==> config.mk <==
export PLATFORM = sky130hd
export DESIGN_NAME = progbufscan
export DESIGN_NICKNAME = d
export VERILOG_FILES = /design/src/rtl/progbufscan_pkg.sv /design/src/rtl/flopenr.sv /design/src/rtl/flopr.sv /design/src/rtl/progbufshiftreg.sv /design/src/rtl/progbufscan.sv
export SDC_FILE = /design/constraint.sdc
export NUM_CORES = 1
export LEC_CHECK = 0
export ABC_AREA = 1
export BUFFER_PORTS_ARGS = -buffer_cell sky130_fd_sc_hd__buf_2
export CAP_MARGIN = 20
export CORE_MARGIN = 4
export CORE_UTILIZATION = 56
export CTS_BUF_LIST = sky130_fd_sc_hd__clkbuf_8
export CTS_CLUSTER_DIAMETER = 40
export DETAILED_ROUTE_END_ITERATION = 6
export GPL_ROUTABILITY_DRIVEN = 0
export GPL_TIMING_DRIVEN = 0
export PLACE_DENSITY = 0.82
export SLEW_MARGIN = 20
export SYNTH_ARGS = -nofsm -noshare
export SYNTH_HDL_FRONTEND = slang
export SYNTH_SLANG_ARGS = --single-unit
==> constraint.sdc <==
create_clock -name clk -period 2.2 [get_ports clk]
set_input_delay 0.11 -clock clk [delete_from_list [all_inputs] [get_ports clk]]
set_output_delay 0.11 -clock clk [all_outputs]
set_load 0.1 [all_outputs]
==> src/rtl/progbufscan_pkg.sv <==
// Shared debug-module definitions for the program-buffer scan serializer.
package progbufscan_pkg;

    // Core configuration subset consumed by the debug module.
    typedef struct packed {
        int XLEN;
        int PROGBUF_RANGE;
    } cvw_t;

    // 16-slot program buffer on a 64-bit core.
    localparam cvw_t PROGBUF_DEFAULT_CFG = '{XLEN: 64, PROGBUF_RANGE: 63};

    // ebreak: every slot holds this after a whole-buffer clear.
    localparam logic [31:0] PROGBUF_FILL = 32'h00100073;

    typedef enum logic [1:0] {
        IDLE   = 2'd0,
        SHIFT  = 2'd1,
        COMMIT = 2'd2
    } progbuf_state_t;

endpackage

==> src/rtl/flopenr.sv <==
// Resettable register primitive with load enable.
module flopenr #(
    parameter int WIDTH = 8
) (
    input  logic             clk,
    input  logic             reset,
    input  logic             en,
    input  logic [WIDTH-1:0] d,
    output logic [WIDTH-1:0] q
);

    // Synchronous clear, otherwise load only when enabled.
    always_ff @(posedge clk) begin
        if (reset)   q <= '0;
        else if (en) q <= d;
    end

endmodule

==> src/rtl/flopr.sv <==
// Resettable register primitive.
module flopr #(
    parameter int WIDTH = 8
) (
    input  logic             clk,
    input  logic             reset,
    input  logic [WIDTH-1:0] d,
    output logic [WIDTH-1:0] q
);

    // Synchronous clear, otherwise load every cycle.
    always_ff @(posedge clk) begin
        if (reset) q <= '0;
        else       q <= d;
    end

endmodule

==> src/rtl/progbufshiftreg.sv <==
// 32-bit parallel-load shift-right register; bit 0 is the serial output.
module progbufshiftreg (
    input  logic        clk,
    input  logic        reset,
    input  logic        load_i,
    input  logic        shift_i,
    input  logic [31:0] data_i,
    output logic        sout_o
);

    logic [31:0] sr_q;

    // Load has priority over shift; the two never coincide in practice.
    always_ff @(posedge clk) begin
        if (reset)        sr_q <= '0;
        else if (load_i)  sr_q <= data_i;
        else if (shift_i) sr_q <= {1'b0, sr_q[31:1]};
    end

    assign sout_o = sr_q[0];

endmodule

==> src/rtl/progbufscan.sv <==
// Serializes program-buffer writes (and whole-buffer ebreak fills) onto the
// debug scan link: 32 LSB-first Scan cycles, then one commit cycle with
// ScanAddr held so the buffer latches the word.
//
// state  | meaning
// IDLE   | nothing in flight, Scan low
// SHIFT  | Scan high, one bit per cycle, bit counter 0..31
// COMMIT | Scan low, ScanAddr held, Done pulsed; receiver latches the word
module progbufscan
    import progbufscan_pkg::*;
#(
    parameter cvw_t P = PROGBUF_DEFAULT_CFG,
    localparam int PROGBUF_SIZE = (P.PROGBUF_RANGE + 1) / 4,
    localparam int ADDR_WIDTH   = $clog2(PROGBUF_SIZE)
) (
    input  logic                  clk,
    input  logic                  reset,
    input  logic                  WriteValid,
    input  logic [ADDR_WIDTH-1:0] WriteIndex,
    input  logic [31:0]           WriteData,
    output logic                  WriteReady,
    input  logic                  ClearReq,
    output logic                  Busy,
    output logic                  Done,
    output logic                  Scan,
    output logic                  ScanOut,
    output logic [P.XLEN-1:0]     ScanAddr
);

    localparam int XLEN  = P.XLEN;
    // One extra bit so "all slots dispatched" is representable.
    localparam int CNT_W = ADDR_WIDTH + 1;

    progbuf_state_t        state_q, state_d;
    logic [4:0]            bitcnt_q, bitcnt_d;
    logic [ADDR_WIDTH-1:0] addr_q;
    logic                  scan_q, done_q, busy_q, ready_q;
    logic                  ready_d, busy_d;

    logic                  hold_valid_q, hold_valid_d, hold_set, hold_clr;
    logic [31:0]           hold_data_q;
    logic [ADDR_WIDTH-1:0] hold_idx_q;

    logic                  clearing_q, clearing_d, clearing_cur;
    logic                  clr_start, clr_more, clr_adv;
    logic [CNT_W-1:0]      clr_idx_q, clr_idx_d, clr_idx_cur;

    logic                  accept, load, shift;
    logic [31:0]           load_data;
    logic [ADDR_WIDTH-1:0] load_idx;

    // A clear request outranks a write presented in the same cycle.
    assign WriteReady = ready_q & ~ClearReq;
    assign accept     = WriteValid & WriteReady;
    assign shift      = (state_q == SHIFT);

    // A new clear restarts the slot counter in the same cycle it arrives, so
    // an idle (or just-committed) shifter can start slot 0 immediately.
    assign clr_start    = ClearReq & ~clearing_q;
    assign clearing_cur = clearing_q | ClearReq;
    assign clr_idx_cur  = clr_start ? '0 : clr_idx_q;
    assign clr_more     = clearing_cur & (clr_idx_cur != CNT_W'(PROGBUF_SIZE));

    // Next-word selection: held write first, then the next clear slot, then a
    // write arriving this cycle; with nothing pending the clear is finished.
    always_comb begin
        state_d    = state_q;
        load       = 1'b0;
        load_data  = hold_data_q;
        load_idx   = hold_idx_q;
        hold_set   = 1'b0;
        hold_clr   = 1'b0;
        clr_adv    = 1'b0;
        clearing_d = clearing_cur;
        unique case (state_q)
            SHIFT: begin
                hold_set = accept;
                if (bitcnt_q == 5'd31) state_d = COMMIT;
            end
            IDLE, COMMIT: begin
                if (hold_valid_q) begin
                    load     = 1'b1;
                    hold_clr = 1'b1;
                    state_d  = SHIFT;
                end else if (clr_more) begin
                    load      = 1'b1;
                    load_data = PROGBUF_FILL;
                    load_idx  = clr_idx_cur[ADDR_WIDTH-1:0];
                    clr_adv   = 1'b1;
                    state_d   = SHIFT;
                end else if (accept) begin
                    load      = 1'b1;
                    load_data = WriteData;
                    load_idx  = WriteIndex;
                    state_d   = SHIFT;
                end else begin
                    state_d    = IDLE;
                    clearing_d = 1'b0;
                end
            end
            default: state_d = IDLE;
        endcase
    end

    // Derived next values for counters, holding flag and registered outputs.
    always_comb begin
        hold_valid_d = hold_set | (hold_valid_q & ~hold_clr);
        clr_idx_d    = clr_idx_cur + {{ADDR_WIDTH{1'b0}}, clr_adv};
        bitcnt_d     = shift ? bitcnt_q + 5'd1 : 5'd0;
        ready_d      = ~clearing_d & ~hold_valid_d;
        busy_d       = (state_d != IDLE) | hold_valid_d | clearing_d;
    end

    // State register and registered outputs; ScanAddr only moves on a load.
    always_ff @(posedge clk) begin
        if (reset) begin
            state_q <= IDLE;
            addr_q  <= '0;
            scan_q  <= 1'b0;
            done_q  <= 1'b0;
            busy_q  <= 1'b0;
            ready_q <= 1'b1;
        end else begin
            state_q <= state_d;
            if (load) addr_q <= load_idx;
            scan_q  <= (state_d == SHIFT);
            done_q  <= (state_d == COMMIT);
            busy_q  <= busy_d;
            ready_q <= ready_d;
        end
    end

    flopr   #(.WIDTH(5))          u_bitcnt     (.clk(clk), .reset(reset), .d(bitcnt_d), .q(bitcnt_q));
    flopr   #(.WIDTH(1))          u_hold_valid (.clk(clk), .reset(reset), .d(hold_valid_d), .q(hold_valid_q));
    flopenr #(.WIDTH(32))         u_hold_data  (.clk(clk), .reset(reset), .en(hold_set), .d(WriteData), .q(hold_data_q));
    flopenr #(.WIDTH(ADDR_WIDTH)) u_hold_idx   (.clk(clk), .reset(reset), .en(hold_set), .d(WriteIndex), .q(hold_idx_q));
    flopr   #(.WIDTH(1))          u_clearing   (.clk(clk), .reset(reset), .d(clearing_d), .q(clearing_q));
    flopr   #(.WIDTH(CNT_W))      u_clr_idx    (.clk(clk), .reset(reset), .d(clr_idx_d), .q(clr_idx_q));

    progbufshiftreg u_shiftreg (
        .clk     (clk),
        .reset   (reset),
        .load_i  (load),
        .shift_i (shift),
        .data_i  (load_data),
        .sout_o  (ScanOut)
    );

    assign Scan     = scan_q;
    assign Done     = done_q;
    assign Busy     = busy_q;
    assign ScanAddr = XLEN'(addr_q);

endmodule
==> summary.txt, run 1 <==
STA
  • Worst-margin pin slew: 0.551 ns
  • Setup_tns: 0 ns
  • Hold Violations, Final: 0
  • Minimum clock period: approximately 2.0 ns
  • Clk_skew: 0.0134 ns
  • Final setup vio count: 0
  • Tcrit/Tclk final: about nine tenths
  • Max Slew Vio Count: 0
  • Setup WS post-layout: 0.206 ns
  • Achievable clock frequency: approximately 500 MHz
  • RSZ-0062 raised after global routing: no
  • Slew margin rel.: a little over three fifths

Setup path
  • Path depth of the worst reg2reg path: 12
  • Worst EP arrival: around 2.2 ns
  • CP startpoint kind: flip-flop
  • Launch point of the worst reg-to-reg path: u_clearing.q
  • Worst path bufs/invs: 2
  • Crit path max fanout: 10
  • Critical path class: flip-flop to flip-flop
  • Internal reg-to-reg setup slack: 0.21 ns
  • CP Capture Point: u_clr_idx.q[4]
  • CP required: 2.45 ns
  • RR Endpoint: u_clr_idx.q[4]
  • CP endpoint kind: flip-flop
  • CP max-delay cell: dfxtp_1
  • Max stage delay on crit path: 0.33 ns
  • Delay-heaviest family, CP: simple AND/OR/NAND/NOR gates
  • WP depth: 12
  • Crit path cell chain: nor2_2 > nor2_2 > nand3_2 > nand3_4 > inv_1 > ha_1 > ha_1 > inv_1 > nor2_1 > nand2_1 > o21ai_0 > a21oi_1
  • Worst setup startpoint: u_clearing.q

Logic synthesis
  • Post-synthesis compound-gate area fraction: 10.2%
  • Ys Warns: 0
  • XOR/XNOR Fraction of Synth Area: 0%
  • Mapped Cells: about 730
  • Post-Synth Adder-Cell Area: just over 1%
  • Largest family of logic cells by synthesized area: simple AND/OR/NAND/NOR gates
  • Post-synthesis cell type count: 28
  • Mux cell area share after synthesis: 0%
  • Sequential area share after synthesis: 36.8%
  • #FFs+latches synth: 90
  • Simple-gate share of the synthesized area: 29.7%
  • Post-Syn Area: 4900 µm²
  • Syn avg cell area: between 6 and 7 µm²

Drt
  • Routed len/inst: 12.1 µm
  • Number of vias per cell: 4.82
  • Iteration-0 DRC count of the detailed router: 280
  • Final WL: 11900 µm
  • Via count: between 4000 and 5000
  • Drt drc: 0
  • Final antenna-violating net count: 0
  • TritonRoute pass-1 iters: 4

Job
  • Maxcap violations: 0

Floorplan
  • Starting Density: approximately three fifths
  • Die ar.: ~10000 µm²
  • Die X: between 100 and 150 µm
  • Die Ht: 102 µm
  • Num rows: 33
  • Core area: about 8400 µm²
  • # IOs: between 100 and 150

Finish
  • Seq. cell area: between 1500 and 2000 µm²
  • Final #Nets: 911
  • Layout Cells excl Fill: 977
  • Most common cell after layout, fill and taps aside: nand2_1
  • Fill cells: about 710
  • Layout cell share with drive strength beyond 1: a little under 20%
  • # diodes: 0
  • Area of the multi-input gates: between 2000 and 2500 µm²
  • Area grow syn2layout: 20.2%
  • Commonest non-fill, non-tap cells in the layout: nand2_1 (195), inv_1 (105), dfxtp_1 (90), nand3_1 (70), buf_4 (64)

Power
  • Peak VDD IR: between 300 and 400 µV
  • Int Pwr: 2.54 mW
  • Leakage Power: between 3 and 4 nW
  • Sw power: roughly 1.6 mW
  • Clock share of power: 28.6%
  • Switch share: ~39%
  • Power per cell area: a little over 700 nW/µm²
  • Gate power share: between 20 and 30%
  • Flop pwr share: a little over two fifths

Place
  • Post-place setup slack: approximately 0.25 ns
  • IO buf count: 48
  • Post-DP HPWL: between 8000 and 9000 µm
  • Placed cells: about 940

Clock network
  • Clk pin slew, worst setup/hold paths: ~0.1 ns
  • CTS Buffer Depth: 2
  • Clock Latency Late Sink: approximately 0.37 ns
  • H-tree depth: 3
  • CTS tree: built
  • TritonCTS sink count: 90
  • CTS resizes: 0
  • TritonCTS Buffers: 9
  • Root Driver: clkbuf_8

Global routing
  • Via count of the first global-routing pass: between 4000 and 5000
  • Pin count of the biggest net entering global routing: 18
  • Initial antenna violation count: 0
  • Gr usage total: about a quarter
  • First-pass GRT wire length: between 15000 and 20000 µm
  • Total grt overflow: 0

Worst hold path
  • HP Class: input port to flip-flop

Run status
  • Outcome: complete, no violations
==> repair_timing <==
action,in CTS,in global routing
endpoints found under the hold margin,18,0
hold buffers,18,0
buffers inserted,0,0
==> cell usage after synthesis, drive strengths merged <==
library cell,instances,area [µm²]
nand2,198,761
inv,110,413
dfxtp,90,1800
buf,87,637
nand3,74,398
o21ai,64,324
nor2,47,201
a21oi,34,170
clkbuf,10,37.5
nand3b,9,80.1
ha,4,50.1
a211oi,1,7.51
conb,1,3.75
nand4,1,6.26
nor3b,1,7.51
==> cell families (layout without fill, tap and decap cells) <==
family / count (synthesis) / in the layout
compound gates: 99 / 99
simple gates: 330 / 330
buf+inv: 207 / 289
fa+ha+maj: 4 / 4
flops: 90 / 90
other cells: 1 / 60
==> worst min-delay path, cell delays in order <==
cell,delay [ns]
buf_2,0.08
inv_1,0.05
a21oi_1,0.10
==> cell type report <==
cell class	count	share of cell area, %
Sequential cell	90	30.6
Clock inverter	7	1.47
Multi-Input combinational cell	493	38.0
Clock buffer	9	2.10
Timing Repair Buffer	66	7.14
Inverter	110	7.01
Tap cell	105	2.23
Buffer	97	11.5
==> through the flow <==
step | instance area, µm² | hold slack, ns | power, mW | util [%]
after global placement | 5500 | 0.354 | 2.95 | 65.6
after global routing | 5890 | 0.0111 | 4.34 | 70.2
after CTS | 5890 | 0.000600 | 4.16 | 70.2
after floorplan | 5120 | 0.179 | 2.79 | -
final | 5890 | 0.00581 | 4.16 | 70.2
after detailed placement | 5500 | 0.365 | 2.97 | 65.6
==> routing by layer <==
| layer | vias to the layer above | GRT usage [%] | wire length, µm |
|---|---|---|---|
| met2 | 191 | 41.0 | 5690 |
| met1 | 2104 | 28.9 | 4950 |
| met5 | - | 0 | 0 |
| met4 | 0 | 6.95 | 130 |
| met3 | 14 | 5.17 | 1080 |
| li1 | 2405 | - | - |
==> power by group through the flow <==
stage               Clock [mW]  Combinational [mW]  Sequential [mW]
finish                    1.19                1.23             1.74
global route              1.27                1.32             1.75
CTS                       1.20                1.21             1.74
detailed placement           0                1.18             1.78
global placement             0                1.17             1.78
floorplan                    0               0.915             1.88
==> registers in the layout, summed over array words and instances, names as in the netlist, 2 cells and up <==
name	flops
addr_q	4
state_q	2
u_bitcnt.q	5
u_clr_idx.q	5
u_hold_data.q	32
u_hold_idx.q	4
u_shiftreg.sr_q	32
==> worst min-delay path by stage <==
| stage | from | endpoint | depth (start not counted) |
|---|---|---|---|
| finish | WriteData[27] | u_hold_data.q[27] | 3 |
| global route | WriteData[17] | u_hold_data.q[17] | 3 |
| CTS | WriteData[27] | u_hold_data.q[27] | 3 |
| detailed placement | WriteIndex[3] | u_hold_idx.q[3] | 3 |
| global placement | WriteIndex[1] | u_hold_idx.q[1] | 3 |
| floorplan | reset | u_shiftreg.sr_q[31] | 1 |
Note: power is estimated with default switching activity, not from simulation.
==> run 2, diff against run 1 <==
--- a/config.mk
+++ b/config.mk
@@ -6,7 +6,7 @@
 export NUM_CORES = 1
 export LEC_CHECK = 0
 export ABC_AREA = 1
-export BUFFER_PORTS_ARGS = -buffer_cell sky130_fd_sc_hd__buf_2
+export BUFFER_PORTS_ARGS = -buffer_cell sky130_fd_sc_hd__clkbuf_2
 export CAP_MARGIN = 20
 export CORE_MARGIN = 4
 export CORE_UTILIZATION = 56
==> summary.txt, run 2 (synthesis gave the netlist of run 1 again) <==
Run status
  • Outcome: complete, no violations

Clock network
  • H-tree depth: 3
  • CTS Buffer Depth: 2
  • # Post-CTS Setup Buffers: 0
  • Clock Latency Late Sink: roughly 0.38 ns
  • TritonCTS sink count: 90
  • Root Driver: clkbuf_8
  • TritonCTS Buffers: 9
  • CTS tree: built
  • Clk pin slew, worst setup/hold paths: 0.10 ns

Setup path
  • CP startpoint kind: flip-flop
  • Launch point of the worst reg-to-reg path: u_clearing.q
  • Internal reg-to-reg setup slack: 0.27 ns
  • CP endpoint kind: flip-flop
  • CP Capture Point: u_clr_idx.q[4]
  • Worst setup startpoint: u_clearing.q
  • CP required: around 2.5 ns
  • Worst EP arrival: around 2.2 ns
  • CP max-delay cell: dfxtp_1
  • RR Endpoint: u_clr_idx.q[4]
  • Crit path cell chain: nor2_2 > nor2_2 > nand3_2 > nand3_4 > inv_2 > ha_1 > ha_1 > inv_1 > nor2_1 > nand2_1 > o21ai_0 > a21oi_1
  • Critical path class: flip-flop to flip-flop
  • Crit path max fanout: 10
  • Max stage delay on crit path: around 0.33 ns
  • Path depth of the worst reg2reg path: 12

Floorplan
  • Die Ht: slightly above 100 µm
  • Die X: around 100 µm
  • Starting Density: between 50% and 60%
  • Die ar.: between 10000 and 15000 µm²
  • # IOs: 109
  • Num rows: 33
  • Core area: between 8000 and 9000 µm²

Finish
  • Commonest non-fill, non-tap cells in the layout: nand2_1 (195), inv_1 (104), dfxtp_1 (90), nand3_1 (70), buf_4 (64)
  • Layout cell share with drive strength beyond 1: 19.3%
  • Most common cell after layout, fill and taps aside: nand2_1
  • # diodes: 0
  • Final #Nets: slightly above 900
  • Area grow syn2layout: 21.5%
  • Largest regs: u_hold_data.q: 32 flops, u_shiftreg.sr_q: 32 flops

STA
  • RSZ-0062 raised after global routing: no
  • Tcrit/Tclk final: 87.8%
  • Worst-margin pin slew: approximately 0.54 ns
  • Max Slew Vio Count: 0
  • Slew margin rel.: 63.8%
  • Minimum clock period: 1.93 ns
  • Setup_tns: 0 ns
  • Achievable clock frequency: about 520 MHz
  • Hold Violations, Final: 0
  • Final setup vio count: 0
  • Clk_skew: 0.00935 ns

Job
  • Maxcap violations: 0

Drt
  • Metal3 WL: slightly below 1000 µm
  • Final WL: 12100 µm
  • Met1 WL: 5040 µm
  • Routed len/inst: 12.3 µm
  • Iteration-0 DRC count of the detailed router: 244
  • TritonRoute pass-1 iters: 5
  • Number of vias per cell: 4.84
  • Top Metal Used: met4
  • Final antenna-violating net count: 0
  • Met2 WL: between 5000 and 6000 µm
  • Via count: 4763
  • Drt drc: 0

Place
  • Post-DP HPWL: around 8700 µm
  • IO buf count: 48

Power
  • Leakage Power: roughly 3.4 nW
  • Tot Pwr: 4.11 mW
  • Power per cell area: 691 nW/µm²
  • Peak VDD IR: about 480 µV

Global routing
  • Total grt overflow: 0
  • First-pass GRT wire length: between 15000 and 20000 µm
  • Gr usage total: approximately a quarter
  • Initial antenna violation count: 0
  • Pin count of the biggest net entering global routing: 19
  • Via count of the first global-routing pass: ~4600

Worst hold path
  • HP Class: input port to flip-flop
## run 2: cell types whose count changed in the layout (fill, tap and decap cells not counted), sizes merged
| cell | delta |
|---|---|
| bufinv | -1 |
| clkinv | +1 |
| dlygate4sd3 | +8 |
| buf | -48 |
| clkinvlp | -2 |
| inv | +2 |
| clkbuf | +48 |
## run 2: metrics by stage
| step | cells | hold slack (ns) | instance area [µm²] | utilization (%) | setup WS, ns |
|---|---|---|---|---|---|
| final | 985 | 0.00884 | 5950 | 71.0 | 0.269 |
| after detailed placement | 943 | 0.361 | 5500 | 65.6 | 0.251 |
| after global routing | 985 | 0.0143 | 5950 | 71.0 | 0.0686 |
| after CTS | 985 | 0.000583 | 5950 | 71.0 | 0.222 |
| after global placement | 943 | 0.353 | 5500 | 65.6 | 0.357 |
| after floorplan | 790 | 0.179 | 5120 | - | 0.336 |
## run 2: worst max-delay path, delay by kind of cell (launching register included)
kind	cells	cell delay, ns
AND/OR/NAND/NOR	6	0.77
adder cells (fa/ha/maj)	2	0.34
flip-flops	1	0.33
AO/OA/AOI/OAI	2	0.21
buffers and inverters	2	0.17
## run 2: final cells by class
class	count	area [µm²]
buffer	97	674
clock buffer	9	124
clock inverter	7	72.6
fill	703	2430
inverter	110	413
multi-input combinational	493	2240
sequential	90	1800
tap	105	131
timing repair buffer	74	500
## run 2: repair_timing
action	4_1_cts	5_1_grt
setup endpoints to repair	0	1
hold buffers	26	0
hold endpoints to repair	26	0
resized for setup	0	1
## run 2: per-layer routing
metal	up-vias	global-route usage (%)
li1	2421	-
met1	2141	28.1
met2	174	42.8
met3	27	5.65
met4	0	7.98
met5	-	0
## run 2: where the power goes
group          switching (mW)  internal [mW]  leakage, nW  total [mW]
Sequential             0.0383           1.71        0.733        1.75
Clock                   0.684          0.446       0.0970        1.13
Combinational           0.937          0.299         2.53        1.24
Total                    1.66           2.45         3.36        4.11
## run 2: worst min path at each step
stage / from / end / slack, ns / cells after the start
after floorplan: reset / u_shiftreg.sr_q[31] / 0.18 / 1
after global placement: WriteData[22] / u_hold_data.q[22] / 0.35 / 3
after detailed placement: WriteIndex[3] / u_hold_idx.q[3] / 0.36 / 3
after CTS: WriteData[14] / u_hold_data.q[14] / 0.0006 / 3
after global routing: WriteData[28] / u_hold_data.q[28] / 0.01 / 3
final: WriteData[14] / u_hold_data.q[14] / 0.009 / 3
